$ cat src/rtl/apb_master_arbiter.sv
// Two-requester round-robin arbiter driving a single APB master port.
// Sequences SETUP/ACCESS with wait states and aborts ACCESS phases that stall too long.
module apb_master_arbiter #(
  parameter int ADDR_WIDTH     = 32,
  parameter int DATA_WIDTH     = 32,
  parameter int TIMEOUT_CYCLES = 16
) (
  input  logic                  HCLK,
  input  logic                  HRESETn,
  input  logic                  REQ0,
  input  logic                  REQ1,
  input  logic [ADDR_WIDTH-1:0] ADDR0,
  input  logic [ADDR_WIDTH-1:0] ADDR1,
  input  logic                  WRITE0,
  input  logic                  WRITE1,
  input  logic [DATA_WIDTH-1:0] WDATA0,
  input  logic [DATA_WIDTH-1:0] WDATA1,
  output logic                  GNT0,
  output logic                  GNT1,
  output logic                  DONE0,
  output logic                  DONE1,
  output logic [DATA_WIDTH-1:0] RDATA,
  output logic                  ERR,
  output logic                  PSEL,
  output logic                  PENABLE,
  output logic                  PWRITE,
  output logic [ADDR_WIDTH-1:0] PADDR,
  output logic [DATA_WIDTH-1:0] PWDATA,
  input  logic [DATA_WIDTH-1:0] PRDATA,
  input  logic                  PREADY,
  input  logic                  PSLVERR
);

  localparam int CNT_W = (TIMEOUT_CYCLES > 0) ? $clog2(TIMEOUT_CYCLES + 1) : 1;
  localparam logic [CNT_W-1:0] CNT_LAST = CNT_W'(TIMEOUT_CYCLES - 1);

  typedef enum logic [1:0] {
    IDLE,
    SETUP,
    ACCESS,
    COMPLETE
  } state_t;

  state_t                state_q;
  logic                  lastGrant_q;
  logic [CNT_W-1:0]      cnt_q;
  logic                  gnt0_q, gnt1_q, done0_q, done1_q;
  logic                  err_q, psel_q, penable_q, pwrite_q;
  logic [DATA_WIDTH-1:0] rdata_q, pwdata_q;
  logic [ADDR_WIDTH-1:0] paddr_q;

  logic win_d;
  logic anyReq;
  logic timeoutHit;

  // When both request, the requester that did not win last time takes the bus.
  always_comb begin
    anyReq = REQ0 | REQ1;
    win_d  = 1'b0;
    if (REQ0 && REQ1) begin
      win_d = ~lastGrant_q;
    end else if (REQ1) begin
      win_d = 1'b1;
    end
    timeoutHit = (TIMEOUT_CYCLES != 0) && (cnt_q == CNT_LAST);
  end

  always_ff @(posedge HCLK or negedge HRESETn) begin
    if (!HRESETn) begin
      state_q     <= IDLE;
      lastGrant_q <= 1'b1;
      cnt_q       <= '0;
      gnt0_q      <= 1'b0;
      gnt1_q      <= 1'b0;
      done0_q     <= 1'b0;
      done1_q     <= 1'b0;
      err_q       <= 1'b0;
      psel_q      <= 1'b0;
      penable_q   <= 1'b0;
      pwrite_q    <= 1'b0;
      rdata_q     <= '0;
      pwdata_q    <= '0;
      paddr_q     <= '0;
    end else begin
      case (state_q)
        IDLE: begin
          if (anyReq) begin
            lastGrant_q <= win_d;
            gnt0_q      <= ~win_d;
            gnt1_q      <= win_d;
            psel_q      <= 1'b1;
            penable_q   <= 1'b0;
            paddr_q     <= win_d ? ADDR1  : ADDR0;
            pwrite_q    <= win_d ? WRITE1 : WRITE0;
            pwdata_q    <= win_d ? WDATA1 : WDATA0;
            state_q     <= SETUP;
          end
        end
        SETUP: begin
          penable_q <= 1'b1;
          state_q   <= ACCESS;
        end
        ACCESS: begin
          if (PREADY || timeoutHit) begin
            // A timeout abort reports as an error with zeroed read data.
            rdata_q   <= (PREADY && !pwrite_q) ? PRDATA : '0;
            err_q     <= PREADY ? PSLVERR : 1'b1;
            done0_q   <= ~lastGrant_q;
            done1_q   <= lastGrant_q;
            psel_q    <= 1'b0;
            penable_q <= 1'b0;
            gnt0_q    <= 1'b0;
            gnt1_q    <= 1'b0;
            cnt_q     <= '0;
            state_q   <= COMPLETE;
          end else begin
            cnt_q <= cnt_q + CNT_W'(1);
          end
        end
        COMPLETE: begin
          done0_q <= 1'b0;
          done1_q <= 1'b0;
          state_q <= IDLE;
        end
        default: state_q <= IDLE;
      endcase
    end
  end

  assign GNT0    = gnt0_q;
  assign GNT1    = gnt1_q;
  assign DONE0   = done0_q;
  assign DONE1   = done1_q;
  assign RDATA   = rdata_q;
  assign ERR     = err_q;
  assign PSEL    = psel_q;
  assign PENABLE = penable_q;
  assign PWRITE  = pwrite_q;
  assign PADDR   = paddr_q;
  assign PWDATA  = pwdata_q;

endmodule

$ cat config.mk
export PLATFORM = sky130hd
export DESIGN_NAME = apb_master_arbiter
export DESIGN_NICKNAME = d
export VERILOG_FILES = /design/src/rtl/apb_master_arbiter.sv
export SDC_FILE = /design/constraint.sdc
export NUM_CORES = 1
export LEC_CHECK = 0
export ABC_AREA = 1
export ABC_CLOCK_PERIOD_IN_PS = 1700
export CORE_ASPECT_RATIO = 0.5
export CORE_UTILIZATION = 37
export DETAILED_ROUTE_END_ITERATION = 12
export PLACE_DENSITY = 0.75
export SLEW_MARGIN = 20
export SYNTH_ARGS = -nofsm -noshare
export SYNTH_HDL_FRONTEND = slang
export SYNTH_SLANG_ARGS = --single-unit
$ cat constraint.sdc
create_clock -name HCLK -period 1.7 [get_ports HCLK]
set_input_delay 0.255 -clock HCLK [delete_from_list [all_inputs] [get_ports HCLK]]
set_output_delay 0.255 -clock HCLK [all_outputs]
set_load 0.05 [all_outputs]
[Yosys cells after proc, flatten, opt, wreduce, memory -nomap -nowiden]
Cells that the tools add are included.
Operators by class
  add/subtract/negate cells: 1
  eq/ne operators: 6
  bitwise gates (word level): 3
  reduce and logical (&&, ||, !) cells: 14
  mux-type cells: 24
Operator list (number)
  two-way mux 32 bit: 3
  two-way mux 1 bit: 11
  case mux 1 bit (2 select lines): 5
  case mux 2 bit (4 select lines): 1
  AND reduction 2 bit: 4
  AND reduction 3 bit: 2
  adder 5 x 1 -> 5 bit (second input constant): 1
  == test 5 x 4 -> 1 bit (second input constant): 1
  two-way mux 5 bit: 1
  == test 2 bit (second input constant): 2
  two-way mux 2 bit: 2
  != test 2 bit (second input constant): 2
  nonzero test 2 bit: 2
  case mux 1 bit (3 select lines): 1
  nonzero test 3 bit: 1
  == test 2 x 1 -> 1 bit (second input constant): 1
  logical AND 1 bit: 2
  logical NOT 2 bit: 1
  NOT 1 bit: 2
  logical NOT 1 bit: 1
  logical OR 1 bit: 1
  OR 1 bit: 1
Word-level totals
  word-level logic and storage cells: 62
  bits of input ports: 168
  output and inout bits: 104
  flip-flop bits (word level): 112

[Logic depth before layout (Yosys ltp)]
  depth after elaboration: 5
  gate-level depth with buffers: 9
  mapped depth without buffers: 8

[Worst setup path before layout]
No wires, ideal clock.
  kind: register to register
  start: register cnt_q[0]
  end: register done0_q (netlist: DONE0)
  data required time: 1.633 ns
  buffers on the path: 1
  cell stages (with the launch flop): 8
  setup time: 0.067 ns
  path slack: -0.039 ns
  period minus slack after synthesis: 1.739 ns
  data arrival time: 1.672 ns
  cell sequence: dfrtp_1 > ha_1 > and3_1 > ha_1 > o21ai_2 > clkbuf_1 > o211ai_1 > nand2_1
Between the ends
  word-level cells in the longest chain between the ends: 4
Ends and longest elaborated chain
  from (decl): RTL line 46  | logic [CNT_W-1:0] cnt_q;
  from (signal assigned): RTL line 117  | cnt_q <= cnt_q + CNT_W'(1);
  == test 5 x 4 -> 1 bit: RTL line 65  | timeoutHit = (TIMEOUT_CYCLES != 0) && (cnt_q == CNT_LAST);
  logical OR 1 bit: RTL line 104  | if (PREADY || timeoutHit) begin
  != test 2 bit (no source line)
  AND reduction 2 bit (no source line)
  to (signal assigned): RTL line 108  | done0_q <= ~lastGrant_q;
  to (decl): RTL line 47  | logic gnt0_q, gnt1_q, done0_q, done1_q;
Every way passes these cells.
A chain may end at the register's enable or synchronous reset.

[Worst setup path in the final report]
  start: register cnt_q[0]
  end: register rdata_q[21] (netlist: RDATA[21])
Between the ends
  word-level cells in the longest chain between the ends: 3
Ends and longest elaborated chain
  == test 5 x 4 -> 1 bit: RTL line 65
  logical OR 1 bit: RTL line 104
  AND reduction 2 bit (no source line)
  to (signal assigned): RTL line 106  | rdata_q <= (PREADY && !pwrite_q) ? PRDATA : '0;
  to (decl): RTL line 49  | logic [DATA_WIDTH-1:0] rdata_q, pwdata_q;
Every way passes these cells.

==> run_results.csv <==
group,metric,value,unit
logic_synthesis,synth_cell_types,23,
route,route.vias.total,5576,
final_layout,area_growth,59.1,%
timing,finalHoldWorstSlack,409,ps
global_routing,globalRouteTotalUtil,21.4,%
final_layout,layout-drive-gt1-share,16.5,%
logic_synthesis,postSynthCellCount,719,
final_layout,final_cells,1187,
timing,maxClockFrequency,611,MHz
route,ant_nets,0,
placement,port_buffers,271,
critical_path,startpoint_of_the_worst_slack_reg_to_reg_timing_path,"cnt_q[0]$_DFFE_PN0P_",
final_layout,n_fill_cell,1310,
power,p_per_area,1990,nW/µm²
critical_path,critical_path_buf_inv_count,2,
floorplanning,floorplan.initialDensity,38.2,%
timing,final-setup-viol-count,0,
power,maximum_ir_drop_on_the_vdd_rail,1.33,mV
critical_path,critical_path_class,"flop to flop",
route,totalWireLength,17.2,mm
logic_synthesis,mean_instance_size_in_the_synthesized_netlist,7.72,µm²
timing,finalCritPeriodShare,96.3,%
critical_path,crit_path_max_incr_delay,390,ps
floorplanning,core_region_area,14500,µm²
clock_network,max-clock-path-buffers,2,
route,dr.pass1.iters,5,
logic_synthesis,synth_seq_area_share,50.5,%
critical_path,worstPathMaxFanout,8,
critical_path,largest_delay_contributor_family_on_the_critical_path,"flip-flops",
critical_path,critPathRequiredTime,1930,ps
power,power.share.switching,51.4,%
route,drt_iter0_drc,366,
timing,hold_viol_final,0,
power,power_switching,9.02,mW
final_layout,num-nets-final,1159,
final_layout,layout.cell_area.non_filler,8840,µm²
global_routing,grtUsageMet2,37.4,%
run_status,run_status,"finished, final reports clean",
floorplanning,boundaryPins,272,
power,clock_power_share,12.4,%
power,static-leakage-power,4.51,nW
clock_network,tritoncts.num_buffers,9,
timing,timing.final.ws_setup,63.1,ps
power,power_frac_seq,27.3,%
route,viasPerCell,4.70,
flow_run,maxCapViolations,0,
power,fin_total_pwr,17.5,mW
timing,period_needed,1640,ps
floorplanning,die_area,15500,µm²
global_routing,grt_overflow_total,0,
clock_network,root_buffer,"sky130_fd_sc_hd__clkbuf_16",
final_layout,layout_commonest_cell,"sky130_fd_sc_hd__nand2_1",
global_routing,via_count_of_the_first_global_routing_pass,5110,
placement,detailedPlacementHpwl,12.1,mm
worst_hold_path,hold_path.class,"input port to async pin",
timing,worstMarginPinSlew,482,ps
route,drc,0,
critical_path,worstRegToRegCells,7,
clock_network,clk_latency,350,ps
placement,finalWeightedCongestion,0.831,
logic_synthesis,synth.ff_latch_count,112,
critical_path,setup.worst_path.end_class,"flop",
global_routing,grtUsageMet1,27.9,%
global_routing,gr-max-usage-layer,"met2",
clock_network,clk_transition_reported_paths,80,ps
global_routing,grtUsageMet3,4.04,%
floorplanning,die_width,175,µm
global_routing,grt_start_max_net_pins,42,
placement,worst_slack_at_placement,-21.1,ps
clock_network,h_tree_level_count,3,
power,combinationalPowerShare,60.3,%
floorplanning,die_h,88.6,µm
floorplanning,std_cell_rows,31,
critical_path,critical_path.slowest_cell,"sky130_fd_sc_hd__dfrtp_1",
critical_path,r2r_end,"RDATA[21]$_DFFE_PN0P_",
route,route.detailed.wl_per_inst,14.5,µm
logic_synthesis,syn_nets,894,
logic_synthesis,synth-warning-count,0,
timing,clock-skew-final,10.7,ps
clock_network,tritoncts,"yes",
timing,finalMaxSlewViolations,0,
critical_path,r2r_setup_slack,60,ps
final_layout,antenna_cells,0,
final_layout,layout_common_cells,"sky130_fd_sc_hd__nand2_1, sky130_fd_sc_hd__clkdlybuf4s50_1, sky130_fd_sc_hd__buf_4",
timing,maxSlewHeadroom,67.9,%
placement,placedInstanceArea,8370,µm²
critical_path,worst-endpoint-arrival,1870,ps
global_routing,grt_first_pass_wirelength,26.4,mm
logic_synthesis,synth_area,5550,µm²
critical_path,crit_path_start_kind,"flop",
global_routing,antenna_violations_before_repair,0,
placement,place_inst,1164,
clock_network,tritoncts_sinks,112,
power,cellInternalPower,8.52,mW
critical_path,cell_by_cell_listing_of_the_critical_path,"ha_2 > and3_4 > ha_4 > o21ai_4 > buf_12 > clkbuf_16 > o21ai_0",
cell usage after synthesis:
cell type	number	share of area [%]
sky130_fd_sc_hd__ha_1	7	1.6
sky130_fd_sc_hd__o211ai_1	2	0.27
sky130_fd_sc_hd__dfrtp_1	111	50
sky130_fd_sc_hd__o22ai_1	1	0.11
sky130_fd_sc_hd__dfstp_2	1	0.47
sky130_fd_sc_hd__nor2_1	8	0.54
sky130_fd_sc_hd__buf_1	2	0.14
sky130_fd_sc_hd__nand2_1	307	21
sky130_fd_sc_hd__buf_2	21	1.9
sky130_fd_sc_hd__o21ai_0	28	2.5
sky130_fd_sc_hd__clkbuf_1	21	1.4
sky130_fd_sc_hd__and3_1	2	0.23
sky130_fd_sc_hd__nor2_2	1	0.11
sky130_fd_sc_hd__nor3_1	1	0.090
sky130_fd_sc_hd__inv_1	62	4.2
sky130_fd_sc_hd__nand3_1	71	6.4
sky130_fd_sc_hd__inv_2	2	0.14
sky130_fd_sc_hd__o21ai_2	1	0.16
sky130_fd_sc_hd__buf_4	2	0.27
sky130_fd_sc_hd__nand4_1	2	0.23
sky130_fd_sc_hd__a21oi_1	3	0.27
sky130_fd_sc_hd__nand3b_1	56	7.6
sky130_fd_sc_hd__o21ai_1	7	0.63
stage by stage:
stage	util, %	setup TNS [ps]
3_5_place_dp	57.6	-42.1
6_report	60.7	0
2_1_floorplan	-	0
5_1_grt	60.7	-8.58
4_1_cts	59.8	0
3_3_place_gp	57.6	0
logic make-up after synthesis:
group                      after synthesis  share of synthesized area [%]
and+or+nand+nor                        448                           35.9
DFF                                    112                           50.5
buffers and inverters                  110                           8.04
AOI/OAI and AO/OA                       42                           3.97
adders and majority gates                7                           1.58
state kept, by name, indices dropped and copies added, names as in the netlist, 2 cells and up:
register,flops
PADDR,32
PWDATA,32
RDATA,32
cnt_q,5
state_q,2
power by group through the flow:
stage	combinational, mW	sequential [mW]	clock (mW)
after CTS	10.4	4.78	2.23
after floorplan	2.58	8.94	0
final	10.6	4.79	2.17
after global placement	10.2	4.77	0
after global routing	11.2	4.95	2.34
after detailed placement	10.4	4.79	0
worst reg2reg max path, stage by stage, from the launching register on:
cell and delay [ps]:
sky130_fd_sc_hd__dfrtp_1 390, sky130_fd_sc_hd__ha_2 200, sky130_fd_sc_hd__and3_4 190, sky130_fd_sc_hd__ha_4 160, sky130_fd_sc_hd__o21ai_4 180, sky130_fd_sc_hd__buf_12 170, sky130_fd_sc_hd__clkbuf_16 150, sky130_fd_sc_hd__o21ai_0 90
what timing repair did:
item | CTS | global route
hold buffers | 1 | 0
resized for setup | 4 | 8
cloned | 0 | 5
endpoints found under the hold margin | 31 | 0
buffers inserted | 0 | 1
endpoints found under the setup margin | 7 | 62
pin swaps | 0 | 1
per-layer routing:
metal	wire length, µm	vias to the layer above	share of wire [%]
li1	-	2777	-
met1	7640	2623	44
met2	8540	162	50
met3	822	14	4.8
met4	187	0	1.1
met5	0	-	0
layout make-up:
class / instances / area, µm² / area share (%)
clock buffer: 10 / 229 / 2.59
clock inverter: 6 / 72.6 / 0.821
inverter: 64 / 240 / 2.72
multi-input combinational: 497 / 2350 / 26.6
sequential: 112 / 2800 / 31.7
tap: 198 / 248 / 2.80
timing repair buffer: 300 / 2890 / 32.7
worst max path at each step:
stage                                     from                     to  slack [ps]  cells past startpoint
final                     cnt_q[0]$_DFFE_PN0P_  RDATA[21]$_DFFE_PN0P_          60                      7
after global routing      cnt_q[0]$_DFFE_PN0P_       GNT0$_DFFE_PN0P_          -4                      8
after CTS                 cnt_q[0]$_DFFE_PN0P_  RDATA[12]$_DFFE_PN0P_          20                      6
after detailed placement  cnt_q[0]$_DFFE_PN0P_   RDATA[3]$_DFFE_PN0P_         -20                      6
after global placement    cnt_q[0]$_DFFE_PN0P_      DONE0$_DFFE_PN0P_          30                      7
after floorplan           cnt_q[0]$_DFFE_PN0P_   RDATA[6]$_DFFE_PN0P_          20                      7
Power figures use the tool's default switching activity.
